[src/rtl/lcd_cell_painter.sv]
// Paints one 16x12-grid cell as a solid RGB565 square on an 8080-style 8-bit LCD.
// Sequence: CASET, PASET, RAMWR, then CELL_PX^2 pixels. Each byte takes two clocks (strobe low, then high).
module lcd_cell_painter #(
  parameter int unsigned CELL_PX   = 20,
  parameter logic [15:0] COL_BG    = 16'h0000,
  parameter logic [15:0] COL_HEAD  = 16'h07E0,
  parameter logic [15:0] COL_BODY  = 16'h03E0,
  parameter logic [15:0] COL_APPLE = 16'hF800,
  parameter logic [15:0] COL_BORD  = 16'hFFFF
) (
  input  logic       clk,
  input  logic       nrst,
  input  logic       en_update,
  input  logic [3:0] x,
  input  logic [3:0] y,
  input  logic [2:0] obj_code,
  output logic       cmd_done,
  output logic       busy,
  output logic [7:0] lcd_d,
  output logic       lcd_dcx,
  output logic       lcd_wrx,
  output logic       lcd_csx
);

  localparam int unsigned NPIX  = CELL_PX * CELL_PX;
  localparam int unsigned PIX_W = ($clog2(NPIX) > 16) ? $clog2(NPIX) : 16;
  localparam logic [PIX_W-1:0] PIX_LAST = PIX_W'(NPIX - 1);
  localparam logic [15:0] CELL16  = 16'(CELL_PX);
  localparam logic [15:0] CELL_M1 = 16'(CELL_PX - 1);

  localparam logic [7:0] CMD_CASET = 8'h2A;
  localparam logic [7:0] CMD_PASET = 8'h2B;
  localparam logic [7:0] CMD_RAMWR = 8'h2C;

  typedef enum logic [2:0] {
    S_IDLE,
    S_CMD,
    S_PARAM,
    S_PIXEL,
    S_SKIP,
    S_DONE,
    S_RELEASE
  } state_t;

  state_t           state_q;
  logic [3:0]       x_q;
  logic [3:0]       y_q;
  logic [15:0]      colour_q;
  logic [1:0]       grp_q;
  logic [1:0]       pcnt_q;
  logic [PIX_W-1:0] pix_q;
  logic             lo_q;
  logic             phase_q;
  logic             cmd_done_q;
  logic             busy_q;
  logic [7:0]       lcd_d_q;
  logic             dcx_q;
  logic             wrx_q;
  logic             csx_q;

  logic [15:0] x0_d, x1_d, y0_d, y1_d;
  logic [1:0]  pidx_d;
  logic [7:0]  param_d;

  function automatic logic [15:0] colour_of(input logic [2:0] code);
    case (code)
      3'b001:  colour_of = COL_HEAD;
      3'b010:  colour_of = COL_BODY;
      3'b011:  colour_of = COL_APPLE;
      3'b100:  colour_of = COL_BORD;
      default: colour_of = COL_BG;
    endcase
  endfunction

  function automatic logic [7:0] param_byte(input logic [15:0] lo_v, input logic [15:0] hi_v,
                                            input logic [1:0] idx);
    case (idx)
      2'd0:    param_byte = lo_v[15:8];
      2'd1:    param_byte = lo_v[7:0];
      2'd2:    param_byte = hi_v[15:8];
      default: param_byte = hi_v[7:0];
    endcase
  endfunction

  // Window corners from the latched cell; 15*CELL_PX+CELL_PX-1 fits in 16 bits for any sane cell size.
  always_comb begin
    x0_d    = 16'(x_q) * CELL16;
    x1_d    = x0_d + CELL_M1;
    y0_d    = 16'(y_q) * CELL16;
    y1_d    = y0_d + CELL_M1;
    pidx_d  = (state_q == S_CMD) ? 2'd0 : pcnt_q + 2'd1;
    param_d = (grp_q == 2'd0) ? param_byte(x0_d, x1_d, pidx_d)
                              : param_byte(y0_d, y1_d, pidx_d);
  end

  always_ff @(posedge clk or negedge nrst) begin
    if (!nrst) begin
      state_q    <= S_IDLE;
      x_q        <= '0;
      y_q        <= '0;
      colour_q   <= '0;
      grp_q      <= '0;
      pcnt_q     <= '0;
      pix_q      <= '0;
      lo_q       <= 1'b0;
      phase_q    <= 1'b0;
      cmd_done_q <= 1'b0;
      busy_q     <= 1'b0;
      lcd_d_q    <= 8'h00;
      dcx_q      <= 1'b1;
      wrx_q      <= 1'b1;
      csx_q      <= 1'b1;
    end else begin
      cmd_done_q <= 1'b0;
      case (state_q)
        S_IDLE: begin
          if (en_update) begin
            x_q      <= x;
            y_q      <= y;
            colour_q <= colour_of(obj_code);
            busy_q   <= 1'b1;
            if (y > 4'd11) begin
              state_q <= S_SKIP;
            end else begin
              state_q <= S_CMD;
              grp_q   <= 2'd0;
              pcnt_q  <= 2'd0;
              phase_q <= 1'b0;
              lcd_d_q <= CMD_CASET;
              dcx_q   <= 1'b0;
              wrx_q   <= 1'b0;
              csx_q   <= 1'b0;
            end
          end
        end

        S_SKIP: begin
          cmd_done_q <= 1'b1;
          state_q    <= S_DONE;
        end

        S_DONE: begin
          busy_q  <= 1'b0;
          state_q <= S_RELEASE;
        end

        S_RELEASE: begin
          // Level request: only a fresh assertion after a drop starts the next cell.
          if (!en_update) state_q <= S_IDLE;
        end

        default: begin
          if (!phase_q) begin
            wrx_q   <= 1'b1;
            phase_q <= 1'b1;
          end else begin
            phase_q <= 1'b0;
            wrx_q   <= 1'b0;
            case (state_q)
              S_CMD: begin
                dcx_q <= 1'b1;
                if (grp_q == 2'd2) begin
                  state_q <= S_PIXEL;
                  pix_q   <= '0;
                  lo_q    <= 1'b0;
                  lcd_d_q <= colour_q[15:8];
                end else begin
                  state_q <= S_PARAM;
                  pcnt_q  <= 2'd0;
                  lcd_d_q <= param_d;
                end
              end

              S_PARAM: begin
                if (pcnt_q == 2'd3) begin
                  state_q <= S_CMD;
                  grp_q   <= grp_q + 2'd1;
                  dcx_q   <= 1'b0;
                  lcd_d_q <= (grp_q == 2'd0) ? CMD_PASET : CMD_RAMWR;
                end else begin
                  pcnt_q  <= pcnt_q + 2'd1;
                  lcd_d_q <= param_d;
                end
              end

              default: begin
                if (!lo_q) begin
                  lo_q    <= 1'b1;
                  lcd_d_q <= colour_q[7:0];
                end else if (pix_q == PIX_LAST) begin
                  // Last strobe already rose; release the bus and signal completion.
                  state_q    <= S_DONE;
                  cmd_done_q <= 1'b1;
                  wrx_q      <= 1'b1;
                  csx_q      <= 1'b1;
                end else begin
                  pix_q   <= pix_q + 1'b1;
                  lo_q    <= 1'b0;
                  lcd_d_q <= colour_q[15:8];
                end
              end
            endcase
          end
        end
      endcase
    end
  end

  assign cmd_done = cmd_done_q;
  assign busy     = busy_q;
  assign lcd_d    = lcd_d_q;
  assign lcd_dcx  = dcx_q;
  assign lcd_wrx  = wrx_q;
  assign lcd_csx  = csx_q;

endmodule

[config.mk]
export PLATFORM = sky130hd
export DESIGN_NAME = lcd_cell_painter
export DESIGN_NICKNAME = d
export VERILOG_FILES = /design/src/rtl/lcd_cell_painter.sv
export SDC_FILE = /design/constraint.sdc
export NUM_CORES = 1
export LEC_CHECK = 0
export ABC_AREA = 1
export BUFFER_PORTS_ARGS = -buffer_cell sky130_fd_sc_hd__buf_2
export CAP_MARGIN = 0
export CORE_AREA = 5 5 89 91
export CTS_CLUSTER_DIAMETER = 50
export CTS_CLUSTER_SIZE = 24
export DETAILED_ROUTE_END_ITERATION = 8
export DIE_AREA = 0 0 94 96
export PLACE_DENSITY = 0.77
export SYNTH_ARGS = -nofsm -noshare
export SYNTH_HDL_FRONTEND = slang
export SYNTH_SLANG_ARGS = --single-unit
[constraint.sdc]
create_clock -name clk -period 5.9 [get_ports clk]
set_clock_uncertainty 0.1 [all_clocks]
set_input_delay 0 -clock clk [delete_from_list [all_inputs] [get_ports clk]]
set_output_delay 0 -clock clk [all_outputs]
set_load 0.1 [all_outputs]
## Word level (Yosys, flattened, before mapping)

Cells that the tools add are included.

- Register bits after elaboration: 62
- Bits in latches: 0
- Bits in writable memories: 0
- ROM bits: 0
- Bits of input ports: 14
- Output and inout port bits: 13
- Logic and storage cells: 145
- Memories: 0

- $add $sub $neg: 5
- Multiply operators: 2
- Div/mod/pow operators: 0
- $lt $le $gt $ge: 1
- Eq/ne operators: 25
- Shift operators: 0
- Muxes and demuxes: 65
- Bitwise operators: 3
- Reductions and logical operators: 29

Operators with widths:

| kind | count |
|---|---|
| two-way mux 8 bit | 8 |
| case mux 16 bit (4 select lines) | 1 |
| two-way mux 16 bit | 3 |
| case mux 8 bit (3 select lines) | 2 |
| case mux 16 bit (2 select lines) | 1 |
| case mux 8 bit (2 select lines) | 2 |
| two-way mux 3 bit | 8 |
| AND reduction 6 bit | 4 |
| adder 9 x 5 -> 10 bit, second input constant | 2 |
| two-way mux 1 bit | 18 |
| two-way mux 2 bit | 9 |
| adder 16 x 1 -> 16 bit, second input constant | 1 |
| == test 16 x 9 -> 1 bit, second input constant | 1 |
| case mux 1 bit (2 select lines) | 8 |
| multiplier 4 x 3 -> 7 bit, second input constant | 2 |
| AND reduction 7 bit | 2 |
| nonzero test 2 bit | 7 |
| nonzero test 7 bit | 2 |
| == test 3 bit, second input constant | 4 |
| case mux 2 bit (2 select lines) | 3 |
| case mux 3 bit (4 select lines) | 1 |
| == test 3 x 2 -> 1 bit, second input constant | 3 |
| inequality test 3 x 2 -> 1 bit, second input constant | 3 |
| inequality test 2 bit, second input constant | 4 |
| 21 further kinds | 31 |

## Depth between registers and ports, before layout

Gate-level depths: netlist (run 1).

- Word-level depth: 9
- Depth in mapped cells: 15
- Depth with buffers taken out: 15

## Least setup slack after synthesis (run 1)

Ideal clock, no wire load.

- Path kind: reg2reg
- From: reg y_q[3]
- To: reg lcd_d_q[1] (netlist: lcd_d[1])
- Library setup time: 68 ps
- Arrival: 2199 ps
- Data required time: 5732 ps
- Path slack: 3534 ps
- Cell stages (with the launch flop): 14
- Path buffers: 0
- Clock period less this slack: 2366 ps
- Cell sequence: dfrtp_1 -> ha_1 -> ha_1 -> fa_1 -> inv_1 -> nor3_1 -> nand3_1 -> nand2_1 -> o21ai_0 -> nand2_1 -> nand2_1 -> nand3_1 -> nand2_1 -> nand2_1

- Word-level cells in the longest chain between the ends: 8
- Elaborated cells on any way between the ends: 9
- Those cells by class: add/sub: 1; mul: 1; mux: 7

RTL lines:

| element | line | text |
|---|---|---|
| start, declared | 47 | `logic [3:0] y_q;` |
| start signal, assigned | 119 | `y_q <= y;` |
| multiplier 4 x 3 -> 7 bit (*) | 89 | `y0_d = 16'(y_q) * CELL16;` |
| adder 9 x 5 -> 10 bit (*) | 90 | `y1_d = y0_d + CELL_M1;` |
| case mux 8 bit (3 select lines) (*) | 77 | `case (idx)` |
| two-way mux 8 bit (*) | 92 | `param_d = (grp_q == 2'd0) ? param_byte(x0_d, x1_d, pidx_d)` |
| two-way mux 8 bit, on equally long branches | 175, 162 |  |
| case mux 8 bit (2 select lines) (*) | 159 | `case (state_q)` |
| two-way mux 8 bit (*) | 153 | `if (!phase_q) begin` |
| case mux 8 bit (2 select lines) (*) | 115 | `case (state_q)` |
| end signal, assigned | 166 | `lcd_d_q <= colour_q[15:8];` |
| end signal, assigned | 179 | `lcd_d_q <= (grp_q == 2'd0) ? CMD_PASET : CMD_RAMWR;` |
| end signal, assigned | 182 | `lcd_d_q <= param_d;` |
| end, declared | 56 | `logic [7:0] lcd_d_q;` |

Every way passes the cells marked *; elsewhere a longest branch is shown, timed or not. The select of a mux whose other input is x is not followed.
A chain may end at the register's enable or synchronous reset.

## Final worst setup path (run 1)

Same ends and word-level chain as after synthesis.

==> flow_summary.json, run 1 <==
{
  "hold_viol_final": 0,
  "report.final.slew_viol_count": 0,
  "cts_setup_buffers": 0,
  "drive_gt1_share_pct": 14.5,
  "p_int_mw": 0.999,
  "antenna_found_initial": 0,
  "grt_start_max_net_pins": 51,
  "run_status": "complete, no violations",
  "critical_path_class": "reg -> reg",
  "post-place-cells": 569,
  "timing.critical_path.mode_cell": "nand2_1",
  "hpwl_mm": 6.01,
  "switching_power_mw": 1.28,
  "total_power_mw": 2.28,
  "gp_congestion": 0.892,
  "htreeDepth": 2,
  "clock_latency_ns": 0.30,
  "synth-edff-count": 0,
  "switching_share_pct": 56.2,
  "clk_pin_slew_ns": 0.10,
  "io-pin-count": 27,
  "fin_setup_tns_ns": 0,
  "power_frac_seq_pct": 25.6,
  "initial_core_util_pct": 48.2,
  "holdWs_ns": 0.0586,
  "arrival_ns": 2.79,
  "cts_resized": 0,
  "grt_usage_pct": 19.2,
  "root_buffer": "clkbuf_8",
  "ys.flop_type": "dfrtp_1",
  "end_kind": "flop",
  "grt.overflow.total": 0,
  "detail-route-antenna-nets": 0,
  "setup_viol": 0,
  "leakage_nw": 1.84,
  "cpLargestDelayFamily": "adder cells",
  "drcViolationCount": 0,
  "synth.distinct_cells": 40,
  "wirelength_mm": 7.87,
  "cp_max_fo": 6,
  "row_count": 31,
  "period_minus_slack_ns": 2.65,
  "drt_iter0_drc": 164,
  "syn_area_um2": 3400,
  "critPathLaunchType": "flop",
  "grt_first_pass_wirelength_mm": 13.9,
  "dieWidth_um": 94,
  "vdd_drop_max_v": 0.000457,
  "final_nets": 520,
  "die_h_um": 96,
  "antenna_cells": 0,
  "grt_pass1_vias": 3120,
  "avgSynthCellArea_um2": 7.54,
  "crit_buf_inv": 1,
  "worst_pin_slew_ns": 0.668,
  "cpPeakStageDelay_ns": 0.52,
  "yosysWarningCount": 0,
  "syn_to_final_growth_pct": 12.4,
  "power_density_nw_per_um2": 597,
  "path_cells": "ha_1, ha_1, fa_1, inv_1, nor3_1, nand3_1, nand2_1, o21ai_0, nand2_1, nand2_1, nand3_1, nand2_1, nand2_1",
  "wire_per_inst_um": 13.3,
  "vias": 3061,
  "fin_util_pct": 54.1,
  "required_ns": 6.05,
  "power_frac_clock_pct": 8.9,
  "hold_class": "in -> reg",
  "period_share_pct": 44.9,
  "first_pass_iters": 4,
  "synth.area.top_cells": "dfrtp_1 (35%), nand2_1 (10%), nand3_1 (8.5%), inv_1 (6.1%), ha_1 (5.2%)",
  "syn-num-nets": 481,
  "layout.cells.non_filler": 590,
  "drv_cap": 0,
  "async_reset_ff_share_pct": 100,
  "routed_via_density": 5.19,
  "ys_seq_elements": 50,
  "rsz0062_at_grt": "false",
  "synth.top_cell.area_share_pct": 34.6,
  "cts_tree": "yes",
  "clk_path_buf_depth": 2,
  "fmax_mhz": 378,
  "max_slew_margin_pct": 55.4,
  "cts_buffers": 5,
  "syn_inst": 451,
  "ys_seq_area_share_pct": 36.9,
  "yosys.area.top_type": "dfrtp_1",
  "port_buffers": 26,
  "cts_num_sinks": 50,
  "power.share.combinational_pct": 65.5,
  "crit_slowest_cell": "fa_1",
  "core_um2": 7060,
  "dieArea_um2": 9020
}
Yosys cell counts, drive strengths merged (3+ instances only):
master / count
nor2: 52
o21ai: 26
nand3: 60
xor2: 4
dfrtp: 47
buf: 8
mux2: 6
inv: 62
a21oi: 23
dfstp: 3
nand2: 101
nand4: 9
nor3: 17
ha: 14
worst register-to-register path, stage by stage (launching register included):
cell and delay, ns:
dfrtp_1 0.45, ha_1 0.32, ha_1 0.22, fa_1 0.52, inv_1 0.06, nor3_1 0.32
nand3_1 0.12, nand2_1 0.08, o21ai_0 0.11, nand2_1 0.08, nand2_1 0.04, nand3_1 0.07
nand2_1 0.05, nand2_1 0.06
state kept, by name (all words and copies together) (netlist names), 2 cells and up:
signal / cells
colour_q: 4
grp_q: 2
lcd_d: 8
pcnt_q: 2
pix_q: 16
state_q: 3
x_q: 4
y_q: 4
layout by cell type (no fill, tap or decap), types with 3 or more instances in the layout:
cell	count
clkbuf_8	5
nor3_1	14
mux2_2	6
inv_1	55
buf_2	26
nor2_2	3
dlygate4sd3_1	13
nor2_4	4
o21ai_0	21
nor2_1	44
nand4_1	9
nand2_1	94
nand3_1	58
xor2_1	4
inv_2	5
nand2_4	5
ha_1	14
dfstp_2	3
a21oi_1	23
o21ai_1	4
dfrtp_1	47
power by group through the flow:
stage | registers (mW) | logic [mW] | clock network (mW)
5_1_grt | 0.603 | 1.68 | 0.220
6_report | 0.583 | 1.49 | 0.204
4_1_cts | 0.582 | 1.50 | 0.212
3_5_place_dp | 0.587 | 1.49 | 0
3_3_place_gp | 0.582 | 1.45 | 0
2_1_floorplan | 0.826 | 0.961 | 0
per-layer routing:
layer  wire [um]  GRT usage [%]  vias up
met2        3900           33.9       42
met3         217           2.66        4
li1            -              -     1568
met4          39           3.73        0
met1        3710           25.3     1447
met5           0              0        -
cell type report:
cell class	instances	area, um2
Clock inverter	2	13.8
Multi-Input combinational cell	330	1850
Fill cell	673	3240
Tap cell	99	124
Inverter	63	241
Sequential cell	50	1250
Timing Repair Buffer	40	268
Clock buffer	6	72.6
stage by stage:
| stage | setup WS (ns) | area (um2) |
|---|---|---|
| after global routing | 3.00 | 3820 |
| final | 3.25 | 3820 |
| after detailed placement | 3.28 | 3600 |
| after CTS | 3.26 | 3820 |
| after floorplan | 3.53 | 3400 |
| after global placement | 3.36 | 3600 |
timing repair:
item                                    CTS  global route
endpoints found under the setup margin    0             0
endpoints found under the hold margin    58             0
hold buffers                             13             0
kinds of logic after synthesis:
| kind of cell | after synthesis | share of synthesized area (%) |
|---|---|---|
| and+or+nand+nor | 243 | 35.0 |
| buffers and inverters | 71 | 8.79 |
| AOI/OAI and AO/OA | 61 | 10.0 |
| DFF | 50 | 36.9 |
| adders and majority gates | 16 | 6.33 |
| muxes | 6 | 1.99 |
| xor gates and xnor gates | 4 | 1.03 |
final timing paths:
check,start,end,slack [ns],cells past startpoint
worst min register to register,lcd_dcx,lcd_dcx,0.37,2
worst max register to register,y_q[3],lcd_d[1],3.25,13
min in group asynchronous,nrst,pix_q[7],0.23,3
max in group asynchronous,nrst,pix_q[11],5.01,3
worst max-delay path,y_q[3],lcd_d[1],3.25,13
worst min-delay path,en_update,lcd_dcx,0.06,5
(Power assumes the default switching activity.)
==> run 2, diff against run 1 <==
Settings changed: PLACE_DENSITY 0.77 to 0.8.
Clock period 5.9 ns to 2.3 ns, I/O delays scaled along.
==> run 2 against run 1 <==
The run now ends with negative setup slack left. Power increased to 2.8 times the previous value. Fmax increased by 8.1%. Combinational power increased to 2.9 times the previous value. Critical path type unchanged. Critical endpoint unchanged.
==> flow_summary.json, run 2 (synthesis gave the netlist of run 1 again) <==
{
  "hold_viol_final": 0,
  "clock_latency_ns": 0.31,
  "first_pass_iters": 5,
  "antenna_cells": 0,
  "required_ns": 2.45,
  "drive_gt1_share_pct": 19.9,
  "setup_viol": 3,
  "holdWs_ns": 0.0716,
  "power_density_nw_per_um2": 1590,
  "critical_path_class": "reg -> reg",
  "power.share.combinational_pct": 67.2,
  "setup_slack_ns": -0.147,
  "switching_power_mw": 3.47,
  "layout.cells.non_filler": 606,
  "vias": 3264,
  "root_buffer": "clkbuf_8",
  "hold_class": "in -> async",
  "detail-route-antenna-nets": 0,
  "wirelength_mm": 8.42,
  "core_um2": 7060,
  "power_frac_clock_pct": 10.0,
  "drcViolationCount": 0,
  "vdd_drop_max_v": 0.00102,
  "grt_pass1_vias": 3215,
  "dieWidth_um": 94,
  "grt_usage_pct": 19.9,
  "drt_iter0_drc": 194,
  "failed_checks": "negative setup slack",
  "cts_buffers": 5,
  "routed_via_density": 5.39,
  "switching_share_pct": 53.9,
  "arrival_ns": 2.60,
  "hpwl_mm": 6.24,
  "period_share_pct": 106,
  "clk_pin_slew_ns": 0.10,
  "gp_congestion": 0.932,
  "fmax_mhz": 409,
  "antenna_found_initial": 0,
  "io-pin-count": 27,
  "critPathLaunchType": "flop",
  "final_nets": 536,
  "worst_pin_slew_ns": 0.496,
  "run_status": "finished, violations left",
  "period_minus_slack_ns": 2.45,
  "dieArea_um2": 9020,
  "drv_cap": 0,
  "row_count": 31,
  "end_kind": "flop",
  "syn_to_final_growth_pct": 18.9,
  "largest_register": "pix_q",
  "grt_start_max_net_pins": 32,
  "report.final.slew_viol_count": 0,
  "leakage_nw": 1.93,
  "max_slew_margin_pct": 67.1,
  "cts_tree": "yes",
  "cp_max_fo": 3,
  "grt.overflow.total": 0,
  "clk_path_buf_depth": 2,
  "mostFrequentLayoutCell": "nand2_1",
  "p_int_mw": 2.96,
  "rsz0062_at_grt": "true",
  "fin_setup_tns_ns": -0.321,
  "cts_num_sinks": 50,
  "port_buffers": 26,
  "htreeDepth": 2,
  "layout_common_cells": "nand2_1 (93), nand3_1 (54), inv_1 (54), dfrtp_1 (47), nor2_1 (41)",
  "n_fill_cell": 646,
  "initial_core_util_pct": 48.2,
  "grt_first_pass_wirelength_mm": 14.4,
  "largest_reg_flops": 16,
  "wire_per_inst_um": 13.9,
  "die_h_um": 96,
  "power_frac_seq_pct": 22.8,
  "post-place-cells": 582
}
[run 2: changes by cell type in the layout (fill, tap and decap cells not counted), moves of 2 or more]
cell,before,now
buf_4,1,16
nand3_1,58,54
nand3_2,0,4
ha_1,14,11
nor2_1,44,41
nor2_2,3,6
ha_4,0,2
[run 2: power by group through the flow]
stage	Combinational, mW	Clock, mW	Sequential (mW)
6_report	4.33	0.645	1.46
2_1_floorplan	2.48	0	2.12
4_1_cts	4.10	0.649	1.45
3_5_place_dp	4.03	0	1.47
3_3_place_gp	3.94	0	1.45
5_1_grt	4.77	0.687	1.50
[run 2: final timing paths]
path                                   from     endpoint  slack [ns]  depth (start not counted)
worst max register to register       x_q[2]     lcd_d[1]       -0.15                         13
worst max-delay path                 x_q[2]     lcd_d[1]       -0.15                         13
min in group clk                obj_code[2]  colour_q[4]        0.10                          5
worst min-delay path                   nrst     pix_q[6]        0.07                          2
max in group asynchronous              nrst    pix_q[13]        1.27                          3
worst min register to register      lcd_dcx      lcd_dcx        0.37                          2
[run 2: cell type report]
class                      count  area, um2  area share (%)
sequential                    50       1250            31.0
clock buffer                   6       72.6            1.80
tap                           99        124            3.06
inverter                      63        241            5.97
timing repair buffer          56        390            9.66
multi-input combinational    330       1920            47.5
clock inverter                 2       37.5           0.929
[run 2: worst max-delay path, cell delays in order, from the launching register on]
cell and delay, ns:
dfrtp_1 0.42, ha_1 0.25, ha_4 0.19, fa_2 0.60
nand3_2 0.08, nor2_2 0.16, nand3_2 0.11, nor2_2 0.11
o21ai_2 0.07, nand2_1 0.06, nand2_1 0.06, nand3_2 0.07
nand2_1 0.05, nand2_1 0.06
[run 2: layer usage]
layer,up-vias,wire length [um],GRT usage (%)
li1,1598,-,-
met1,1539,3600,24.5
met2,109,4250,36.0
met3,18,425,3.60
met4,0,143,5.29
met5,-,0,0
[run 2: stage by stage]
stage / setup WS (ns) / instance area (um2) / power (mW) / util [%]
6_report: -0.147 / 4040 / 6.44 / 57.3
5_1_grt: -0.244 / 4040 / 6.96 / 57.3
4_1_cts: -0.0691 / 3970 / 6.21 / 56.3
3_5_place_dp: -0.117 / 3710 / 5.50 / 52.5
3_3_place_gp: -0.0492 / 3710 / 5.39 / 52.5
2_1_floorplan: 0.0175 / 3410 / 4.60 / -
[run 2: what timing repair did]
item / in CTS / in global routing
setup buffers: 1 / 1
resized for setup: 4 / 13
hold endpoints to repair: 31 / 0
endpoints found under the setup margin: 3 / 4
hold buffers: 14 / 0
pin swaps: 2 / 6
